==> src/rtl/pc_seq_pkg.sv <==
// ============================================================================
// Module   : pc_seq_pkg
// Brief    : Shared types and constants for the PC sequencer.
// Revision : 1.0 - initial release
// ============================================================================
`default_nettype none

package pc_seq_pkg;

    typedef enum logic [1:0] {
        IDLE = 2'd0,
        RUN  = 2'd1,
        ISR  = 2'd2
    } state_t;

    typedef enum logic [2:0] {
        SRC_INT  = 3'd0,
        SRC_ERET = 3'd1,
        SRC_JUMP = 3'd2,
        SRC_BR   = 3'd3,
        SRC_SEQ  = 3'd4
    } pc_src_t;

    localparam int unsigned PC_STEP = 4;

endpackage

`default_nettype wire

==> src/rtl/pc_target_calc.sv <==
// ============================================================================
// Module   : pc_target_calc
// Brief    : Combinational sequential, branch and jump target generation.
// Revision : 1.0 - initial release
// ============================================================================
`default_nettype none

module pc_target_calc
    import pc_seq_pkg::*;
#(
    parameter int unsigned ADDR_W = 32
) (
    input  logic [ADDR_W-1:0] i_pc,
    input  logic [15:0]       i_imm,
    input  logic [25:0]       i_jtarget,
    output logic [ADDR_W-1:0] o_pc_plus4,
    output logic [ADDR_W-1:0] o_br_target,
    output logic [ADDR_W-1:0] o_jump_target
);

    logic [ADDR_W-1:0] w_br_offset;

    // Word offset sign-extended and scaled to bytes; all sums wrap mod 2^ADDR_W.
    assign w_br_offset   = {{(ADDR_W-18){i_imm[15]}}, i_imm, 2'b00};
    assign o_pc_plus4    = i_pc + ADDR_W'(PC_STEP);
    assign o_br_target   = o_pc_plus4 + w_br_offset;
    assign o_jump_target = {o_pc_plus4[ADDR_W-1:28], i_jtarget, 2'b00};

endmodule

`default_nettype wire

==> src/rtl/pc_sequencer.sv <==
// ============================================================================
// Module   : pc_sequencer
// Brief    : Program-counter sequencer with fetch handshake, EPC and retired
//            instruction counter. Interrupt/ISR support under PC_SEQ_IRQ_EN.
// Revision : 1.0 - initial release
// ============================================================================
`default_nettype none

module pc_sequencer
    import pc_seq_pkg::*;
#(
    parameter int unsigned       ADDR_W    = 32,
    parameter logic [ADDR_W-1:0] RESET_VEC = ADDR_W'(128),
    parameter logic [ADDR_W-1:0] INT_VEC   = ADDR_W'(64),
    parameter int unsigned       CNT_W     = 32
) (
    input  logic              clk,
    input  logic              rst,
    input  logic              fetch_ack,
    input  logic              branch,
    input  logic              zero,
    input  logic [15:0]       imm,
    input  logic              jump,
    input  logic [25:0]       jtarget,
    input  logic              eret,
    input  logic              int_req,
    output logic [ADDR_W-1:0] pc,
    output logic [ADDR_W-1:0] pc_plus4,
    output logic              fetch_req,
    output logic [ADDR_W-1:0] epc,
    output logic              in_isr,
    output logic              int_ack,
    output logic [CNT_W-1:0]  instret
);

    state_t            state_q, state_d;
    logic [ADDR_W-1:0] pc_q, pc_d;
    logic [ADDR_W-1:0] epc_q, epc_d;
    logic              int_ack_q, int_ack_d;
    logic [CNT_W-1:0]  instret_q, instret_d;

    logic [ADDR_W-1:0] w_pc_plus4, w_br_target, w_jump_target, w_base_target;
    logic              w_accept, w_take_int;
    pc_src_t           w_base_src, w_src;

    pc_target_calc #(
        .ADDR_W (ADDR_W)
    ) u_target_calc (
        .i_pc          (pc_q),
        .i_imm         (imm),
        .i_jtarget     (jtarget),
        .o_pc_plus4    (w_pc_plus4),
        .o_br_target   (w_br_target),
        .o_jump_target (w_jump_target)
    );

    always_ff @(posedge clk or posedge rst) begin
        if (rst) begin
            state_q   <= IDLE;
            pc_q      <= RESET_VEC;
            epc_q     <= '0;
            int_ack_q <= 1'b0;
            instret_q <= '0;
        end else begin
            state_q   <= state_d;
            pc_q      <= pc_d;
            epc_q     <= epc_d;
            int_ack_q <= int_ack_d;
            instret_q <= instret_d;
        end
    end

    always_comb begin
        state_d    = state_q;
        pc_d       = pc_q;
        epc_d      = epc_q;
        int_ack_d  = 1'b0;
        instret_d  = instret_q;
        w_accept   = fetch_req && fetch_ack;
        w_take_int = 1'b0;

        if (jump)                 w_base_src = SRC_JUMP;
        else if (branch && zero)  w_base_src = SRC_BR;
        else                      w_base_src = SRC_SEQ;
`ifdef PC_SEQ_IRQ_EN
        if ((state_q == ISR) && eret) w_base_src = SRC_ERET;
        w_take_int = (state_q == RUN) && int_req;
`endif
        w_src = w_take_int ? SRC_INT : w_base_src;

        // The would-be target is needed even when an interrupt wins, as the EPC.
        case (w_base_src)
            SRC_ERET: w_base_target = epc_q;
            SRC_JUMP: w_base_target = w_jump_target;
            SRC_BR:   w_base_target = w_br_target;
            default:  w_base_target = w_pc_plus4;
        endcase

        case (state_q)
            IDLE: state_d = RUN;
            default: begin
                if (w_accept) begin
                    instret_d = instret_q + CNT_W'(1);
                    case (w_src)
                        SRC_INT: begin
                            pc_d      = INT_VEC;
                            epc_d     = w_base_target;
                            state_d   = ISR;
                            int_ack_d = 1'b1;
                        end
                        SRC_ERET: begin
                            pc_d    = w_base_target;
                            state_d = RUN;
                        end
                        default: pc_d = w_base_target;
                    endcase
                end
            end
        endcase
    end

    always_comb begin
        fetch_req = (state_q != IDLE);
        pc        = pc_q;
        pc_plus4  = w_pc_plus4;
        instret   = instret_q;
`ifdef PC_SEQ_IRQ_EN
        in_isr    = (state_q == ISR);
        epc       = epc_q;
        int_ack   = int_ack_q;
`else
        in_isr    = 1'b0;
        epc       = '0;
        int_ack   = 1'b0;
`endif
    end

`ifndef PC_SEQ_IRQ_EN
    logic unused_irq;
    assign unused_irq = ^{int_req, eret, epc_q, int_ack_q};
`endif

endmodule

`default_nettype wire

==> config.mk <==
export PLATFORM = sky130hd
export DESIGN_NAME = pc_sequencer
export DESIGN_NICKNAME = d
export VERILOG_FILES = /design/src/rtl/pc_seq_pkg.sv /design/src/rtl/pc_target_calc.sv /design/src/rtl/pc_sequencer.sv
export SDC_FILE = /design/constraint.sdc
export NUM_CORES = 1
export LEC_CHECK = 0
export ABC_AREA = 0
export CORE_MARGIN = 1.5
export CORE_UTILIZATION = 46
export CTS_CLUSTER_DIAMETER = 60
export DETAILED_ROUTE_END_ITERATION = 10
export HOLD_SLACK_MARGIN = 0.02
export PLACE_DENSITY = 0.8
export SKIP_CTS_REPAIR_TIMING = 1
export SKIP_LAST_GASP = 1
export SLEW_MARGIN = 20
export SYNTH_ARGS = -nofsm -noshare
export SYNTH_HDL_FRONTEND = slang
export SYNTH_SLANG_ARGS = --single-unit
==> constraint.sdc <==
create_clock -name clk -period 3.7 [get_ports clk]
set_input_delay 0.925 -clock clk [delete_from_list [all_inputs] [get_ports clk]]
set_output_delay 0.925 -clock clk [all_outputs]
set_load 0.1 [all_outputs]
# == Yosys cells after proc, flatten, opt, wreduce, memory -nomap -nowiden ==
# Index checks and enable logic that the tools add are counted.
# word_totals
register_bits,98
latch_bits,0
ram_bits,0
mem_bits_ro,0
input_bits,50
output_inout_bits,131
memories,0
# op_classes
add_sub_neg,3
mul,0
div,0
magnitude_cmp,0
eq_ne,3
n_shift,0
n_mux,7
bitwise_logic,1
reduce_logical,10
# op_table
cell,count
32-bit case mux with 3 select lines,1
"32-bit by 1-bit adder with 32-bit output, second input constant",1
"32-bit by 3-bit adder with 32-bit output, second input constant",1
32-bit adder,1
32-bit two-way mux,1
"3-bit by 2-bit == test with 1-bit output, second input constant",2
3-bit two-way mux,2
2-bit two-way mux,2
2-bit case mux with 2 select lines,1
2-bit AND reduction,2
2-bit nonzero test,2
"3-bit by 1-bit == test with 1-bit output, second input constant",1
3-bit zero test,1
3-bit AND reduction,1
3-bit nonzero test,1
1-bit logical AND,2
2-bit zero test,1
1-bit NOT,1

# == Longest topological paths before layout ==
# Gate-level depths: netlist of run 1.
# logic_depth
depth_word,7
mapped_depth,17

# == Cells and area by module ==
# A second synthesis of run 1 with hierarchy kept.
# unflattened
cells_unflattened,747
area_unflattened_um2,6130.9
# modules_own_cells
mod,instances,cells_per_inst,area_per_inst_um2
pc_sequencer,1,383,3583.4
pc_target_calc,1,364,2547.4

# == Least setup slack after synthesis of run 1 ==
# No wires, ideal clock.
# synth_path
path_type,flip-flop to flip-flop
startpoint,register pc_q[2] (netlist: pc[2])
endpoint,register pc_q[29] (netlist: pc[29])
setup_ns,0.132
arrival_ns,5.801
required_ns,3.568
slack_ns,-2.234
stages_incl_launch_ff,18
n_path_buf,0
synth_period_minus_slack_ns,5.934
cell_sequence,dfrtp_1 > ha_1 > nand4_1 > nor3b_2 > nand2_1 > nor2_1 > nand3_1 > xnor2_1 > ha_1 > a21o_1 > a21oi_1 > o21ai_0 > a21o_1 > a21oi_1 > nor2b_1 > a211oi_1 > xnor2_1 > o21ai_0
# synth_via
elab_chain_len,4
# synth_lines
item,line_no,source
from (decl),pc_sequencer.sv:37,"logic [ADDR_W-1:0] pc_q, pc_d;"
from (signal assigned),pc_sequencer.sv:66,pc_q <= pc_d;
32-bit by 3-bit adder with 32-bit output,pc_target_calc.sv:25,assign o_pc_plus4 = i_pc + ADDR_W'(PC_STEP);
net pc_plus4[24],pc_sequencer.sv:28,"output logic [ADDR_W-1:0] pc_plus4,"
32-bit adder,pc_target_calc.sv:26,assign o_br_target = o_pc_plus4 + w_br_offset;
32-bit case mux with 3 select lines,pc_sequencer.sv:92,case (w_base_src)
32-bit two-way mux,pc_sequencer.sv:104,case (w_src)
# The timed path passes the listed nets, and every way through them passes these cells.
# A chain may end at the register's enable or synchronous reset.

# == Final worst setup path of run 1 ==
# layout_path
startpoint,register pc_q[3] (netlist: pc[3])
endpoint,output pc_plus4[30]
# layout_via
elab_chain_len,1
# layout_lines
item,line_no
32-bit by 3-bit adder with 32-bit output,pc_target_calc.sv:25
to (decl),pc_sequencer.sv:28
# No other way between the ends.

==> results of run 1 <==
==> power groups by stage <==
stage	Sequential (W)	Clock (W)	Combinational (W)
finish	0.00101	0.000883	0.00309
global placement	0.00100	0	0.00296
floorplan	0.00167	0	0.00156
CTS	0.00100	0.000891	0.00301
detailed placement	0.00101	0	0.00300
global route	0.00103	0.000921	0.00322
==> metrics by stage <==
| step | hold slack (ns) | cell area [um^2] | util | setup WS (ns) | setup TNS (ns) |
|---|---|---|---|---|---|
| final | 0.496 | 8520 | 0.750 | 0.0249 | 0 |
| after floorplan | 0.469 | 6140 | - | -0.648 | -7.98 |
| after CTS | 0.501 | 8270 | 0.727 | -0.243 | -0.428 |
| after global routing | 0.512 | 8520 | 0.750 | -0.0530 | -0.121 |
| after global placement | 0.460 | 7970 | 0.701 | -0.218 | -0.924 |
| after detailed placement | 0.487 | 7970 | 0.701 | -0.251 | -1.21 |
==> state kept, by name (all words and copies together) (netlist names) <==
name and cells:
pc 32, state_q 2, instret 32
==> layout make-up <==
type	count	area [um^2]
Multi-Input combinational cell	515	4200
Fill cell	802	2850
Timing Repair Buffer	220	2080
Sequential cell	66	1680
Clock buffer	9	225
Tap cell	143	179
Inverter	21	82.6
Clock inverter	7	77.6
==> worst paths after layout <==
kind                                              start  slack, ns                      end  depth (start not counted)
worst min-delay path            instret[20]$_DFFE_PP0P_       0.50  instret[20]$_DFFE_PP0P_                          1
min in group asynchronous                           rst       1.00  instret[25]$_DFFE_PP0P_                          3
max in group asynchronous                           rst       2.37        pc[7]$_DFFE_PP1P_                          3
worst min register to register  instret[20]$_DFFE_PP0P_       0.50  instret[20]$_DFFE_PP0P_                          1
worst max register to register       pc[12]$_DFFE_PP0P_       0.15       pc[18]$_DFFE_PP0P_                         16
worst max-delay path                  pc[3]$_DFFE_PP0P_       0.02             pc_plus4[30]                         11
==> metal layers <==
metal  routed length (um)  up-vias
met1                 7010     2724
li1                     -     2578
met4                  521        0
met5                    0        -
met3                  982       38
met2                 8920      236
==> placed cells by master (no fill, tap or decap), drive strengths merged, types with 7 or more instances in the layout <==
cell type / netlist / final
a21o: 7 / 7
a21oi: 37 / 37
a222oi: 12 / 12
and3: 11 / 11
buf: 36 / 153
clkbuf: 21 / 9
clkdlybuf4s50: 0 / 67
conb: 1 / 34
dfrtp: 65 / 65
ha: 36 / 36
inv: 21 / 22
nand2: 75 / 75
nand3: 30 / 30
nand4: 14 / 14
nor2: 41 / 41
nor3: 7 / 7
o21ai: 45 / 45
xnor2: 53 / 53
xor2: 30 / 30
==> logic make-up after synthesis <==
kind of cell,synth area share
multiplexers,0.00937
XOR/XNOR,0.136
other,0.000702
AND/OR/NAND/NOR,0.182
AO/OA/AOI/OAI,0.194
buffers and inverters,0.0801
adder cells (fa/ha/maj),0.0881
flip-flops,0.309
==> flow_summary.toml, run 1 <==
[run_status]
status = "completed"

[grt]
met3_usage = 0.0279
grtUsageMet2 = 0.488
use_met1 = 0.354
grt_pass1_vias = 5433
antenna_found_initial = 0
grt_max_degree = 67
top_usage_layer = "met2"
track_usage = 0.280
grt_overflow = 0
grt_pass1_wl_um = 27800

[pwr]
p_switching_w = 0.00265
power_leakage_nw = 3.70
clock_power_share = 0.177
seqPwrFrac = 0.203
irDropWorstVdd_v = 0.000569
power.density_nw_per_um2 = 584
power.total_w = 0.00498
p_int_w = 0.00233
pwr-share-comb = 0.620
swShare = 0.532

[setup_path]
crit_chain = "ha_4, nand4_1, nor3b_4, nand2_2, buf_4, nor2_4, buf_6, nand3_4, nor2_4, xor2_2, buf_12"
path_common_cell = "nor2_4"
crit_buf_inv = 3
critPathMaxStageDelay_ns = 0.42
slowest_stage = "dfrtp_2"
endpoint_kind = "output pin"
path_delay_family = "simple AND/OR/NAND/NOR gates"
critPathKind = "reg2out"
path_max_fanout = 4
worstSetupStartpointType = "flip-flop"
critical_path_required_ns = 2.77
crit_arrival_ns = 2.75

[timing]
hold_viol = 0
fmax_mhz = 272
setup_viol = 0
period_minus_slack_ns = 3.68
rsz0062_at_grt = "true"
tightest_slew_ns = 0.999
slew_headroom = 0.332
skew_ns = 0.00981
period_share = 0.993
finalMaxSlewViolations = 0

[routing]
ant_nets = 0
dr.pass1.iters = 5
routed-via-count = 5576
drc = 0
drt-initial-drc-count = 368
finalWirelength_um = 17400
vias_per_cell = 5.68
routedWlPerCell_um = 17.8

[synthesis]
ys_warn_count = 0
synth-edff-count = 0
synthFlopType = "dfrtp_1"
syn_avg_cell_area_um2 = 8.53
synth_top_cell_area_share = 0.304
synth_seq_area_share = 0.309
synthArstFlopShare = 1.00
ys_ff_latch = 66
synthTopCellsByArea = "dfrtp_1 30%, xnor2_1 8.7%, ha_1 8.4%"
synth.most_common_cell = "nand2_1"
yosysTopAreaCell = "dfrtp_1"
synth_area_um2 = 5340
synth_common_cells = "75 x nand2_1, 65 x dfrtp_1, 53 x xnor2_1, 43 x o21ai_0, 40 x nor2_1"
syn-instance-count = 626
yosysUniqueCellTypes = 56

[die]
start_util = 0.470
core_area_um2 = 11400
num_io_pins = 181
die-area_um2 = 12300
die_h_um = 111
rows = 39
die_x_um = 111

[cells_and_area]
instances_no_fill = 981
areaGrowthSynthToFinish_pct = 59.6
antenna_cells = 0
layout.nets = 920
drive_gt1_frac = 0.335

[job]
maxCapViolations = 0

[placed_design]
numPlacedInstances = 956
portBuffers = 144
dp_hpwl_um = 12900
gp_congestion = 0.901

[cts]
clockRootBuffer = "clkbuf_16"
clk_path_buf_depth = 2
clkLatencyLatePin_ns = 0.34
path_clk_slew_ns = 0.06
cts_made_buffers = 9
cts_sinks = 66
cts_tree = "built"
cts-htree-levels = 3

[worst_hold_path]
hp-class = "reg2reg"
Power figures use the tool's default switching activity.
==> run 2: changes to the inputs <==
--- a/config.mk
+++ b/config.mk
@@ -12,6 +12,7 @@
 export DETAILED_ROUTE_END_ITERATION = 10
 export HOLD_SLACK_MARGIN = 0.02
 export PLACE_DENSITY = 0.8
+export SETUP_SLACK_MARGIN = 0.1
 export SKIP_CTS_REPAIR_TIMING = 1
 export SKIP_LAST_GASP = 1
 export SLEW_MARGIN = 20
==> flow_summary.toml, run 2 (synthesis results as in run 1) <==
[cells_and_area]
antenna_cells = 0
areaGrowthSynthToFinish_pct = 62.6
layout.nets = 925
drive_gt1_frac = 0.350
final_common_cell = "buf_4"
layout_common_cells = "132 x buf_4, 73 x nand2_1, 67 x clkdlybuf4s50_1, 44 x dfrtp_1, 37 x xnor2_1"

[placed_design]
gp_congestion = 0.925
dp_slack_ns = -0.284
portBuffers = 144
dp_hpwl_um = 13200

[worst_hold_path]
hp-class = "reg2reg"

[pwr]
power.total_w = 0.00524
power.density_nw_per_um2 = 603
power_leakage_nw = 3.76
irDropWorstVdd_v = 0.000636

[timing]
hold_viol = 0
period_share = 1.02
finalMaxSlewViolations = 0
skew_ns = 0.00573
slew_headroom = 0.342
rsz0062_at_grt = "true"
postLayoutSetupSlackWorst_ns = -0.0724
fmax_mhz = 265
tightest_slew_ns = 0.985
period_minus_slack_ns = 3.77
setup_viol = 5

[die]
core_area_um2 = 11400
num_io_pins = 181
die-area_um2 = 12300
die_x_um = 111
rows = 39
die_h_um = 111
start_util = 0.470

[cts]
clkLatencyLatePin_ns = 0.33
cts_tree = "built"
cts_made_buffers = 9
cts-htree-levels = 3
path_clk_slew_ns = 0.06
cts_sinks = 66
clk_path_buf_depth = 2
clockRootBuffer = "clkbuf_16"

[job]
maxCapViolations = 0

[grt]
grt_overflow = 0
grt_max_degree = 50
track_usage = 0.284
grt_pass1_vias = 5607
grt_pass1_wl_um = 28200
antenna_found_initial = 0

[routing]
ant_nets = 0
dr.pass1.iters = 6
routedWlPerCell_um = 19.2
drc = 0
vias_per_cell = 5.88
drt-initial-drc-count = 519
routed-via-count = 5797
finalWirelength_um = 19000

[setup_path]
reg2reg_slack_ns = -0.07
crit_arrival_ns = 3.99
path_max_fanout = 4
critPathKind = "reg2reg"
worstSetupStartpointType = "flip-flop"
endpoint_kind = "flip-flop"
critical_path_required_ns = 3.91

[run_status]
status = "finished, violations left"
violations = "negative setup slack"
## run 2: changes by cell type in the layout (fill, tap and decap cells not counted), sizes merged
| cell | delta |
|---|---|
| buf | +4 |
| bufinv | +2 |
| clkbuf | +1 |
| clkinv | -1 |
| clkinvlp | -1 |
| dlymetal6s2s | +1 |
| inv | -1 |
## run 2: per-stage QoR
step,cell area (um^2),cells,utilization,hold slack (ns),TNS [ns]
after global placement,8020,962,0.705,0.461,-1.00
after global routing,8690,986,0.764,0.505,-1.07
after CTS,8370,978,0.736,0.483,-0.830
after floorplan,6140,659,-,0.469,-7.98
final,8690,986,0.764,0.485,-0.176
after detailed placement,8020,962,0.705,0.472,-1.83
## run 2: cell type report
class | instances | area [um^2]
multi-input cells | 515 | 4260
fillers | 763 | 2680
repair buffers | 225 | 2130
flip-flops and latches | 66 | 1680
clock buffers | 10 | 239
well taps | 143 | 179
clock inverters | 6 | 113
inverters | 21 | 82.6
## run 2: worst paths after layout
| path | from | to | depth (start not counted) |
|---|---|---|---|
| min in group asynchronous | rst | instret[20]$_DFFE_PP0P_ | 2 |
| worst max register to register | pc[7]$_DFFE_PP1P_ | pc[23]$_DFFE_PP0P_ | 16 |
| worst min-delay path | instret[31]$_DFFE_PP0P_ | instret[31]$_DFFE_PP0P_ | 1 |
| max in group asynchronous | rst | pc[7]$_DFFE_PP1P_ | 3 |
| worst max-delay path | pc[7]$_DFFE_PP1P_ | pc[23]$_DFFE_PP0P_ | 16 |
| worst min register to register | instret[31]$_DFFE_PP0P_ | instret[31]$_DFFE_PP0P_ | 1 |
## run 2: report_power, final
| group | switching (W) | leakage [nW] | internal [W] |
|---|---|---|---|
| Combinational | 0.00218 | 2.77 | 0.00102 |
| Sequential | 0.000181 | 0.812 | 0.000824 |
| Clock | 0.000351 | 0.173 | 0.000680 |
## run 2: worst max-delay path: stages, from the launching register on
cell and delay (ns):
dfstp_4 0.62, and4_4 0.22, nor3b_4 0.26, buf_6 0.15, nand3_4 0.09, xnor2_4 0.21
ha_4 0.24, a21oi_1 0.15, o21ai_1 0.14, a21oi_2 0.19, o31ai_4 0.10, buf_4 0.17
a41o_1 0.28, a211oi_2 0.30, xor2_1 0.21, o21ai_1 0.10, a22o_1 0.21
## run 2: metal layers
metal	vias up	global-route usage	wire length (um)
met5	-	0	0
met4	0	0.125	721
met3	73	0.0312	1410
met2	335	0.498	9710
met1	2805	0.354	7140
li1	2584	-	-
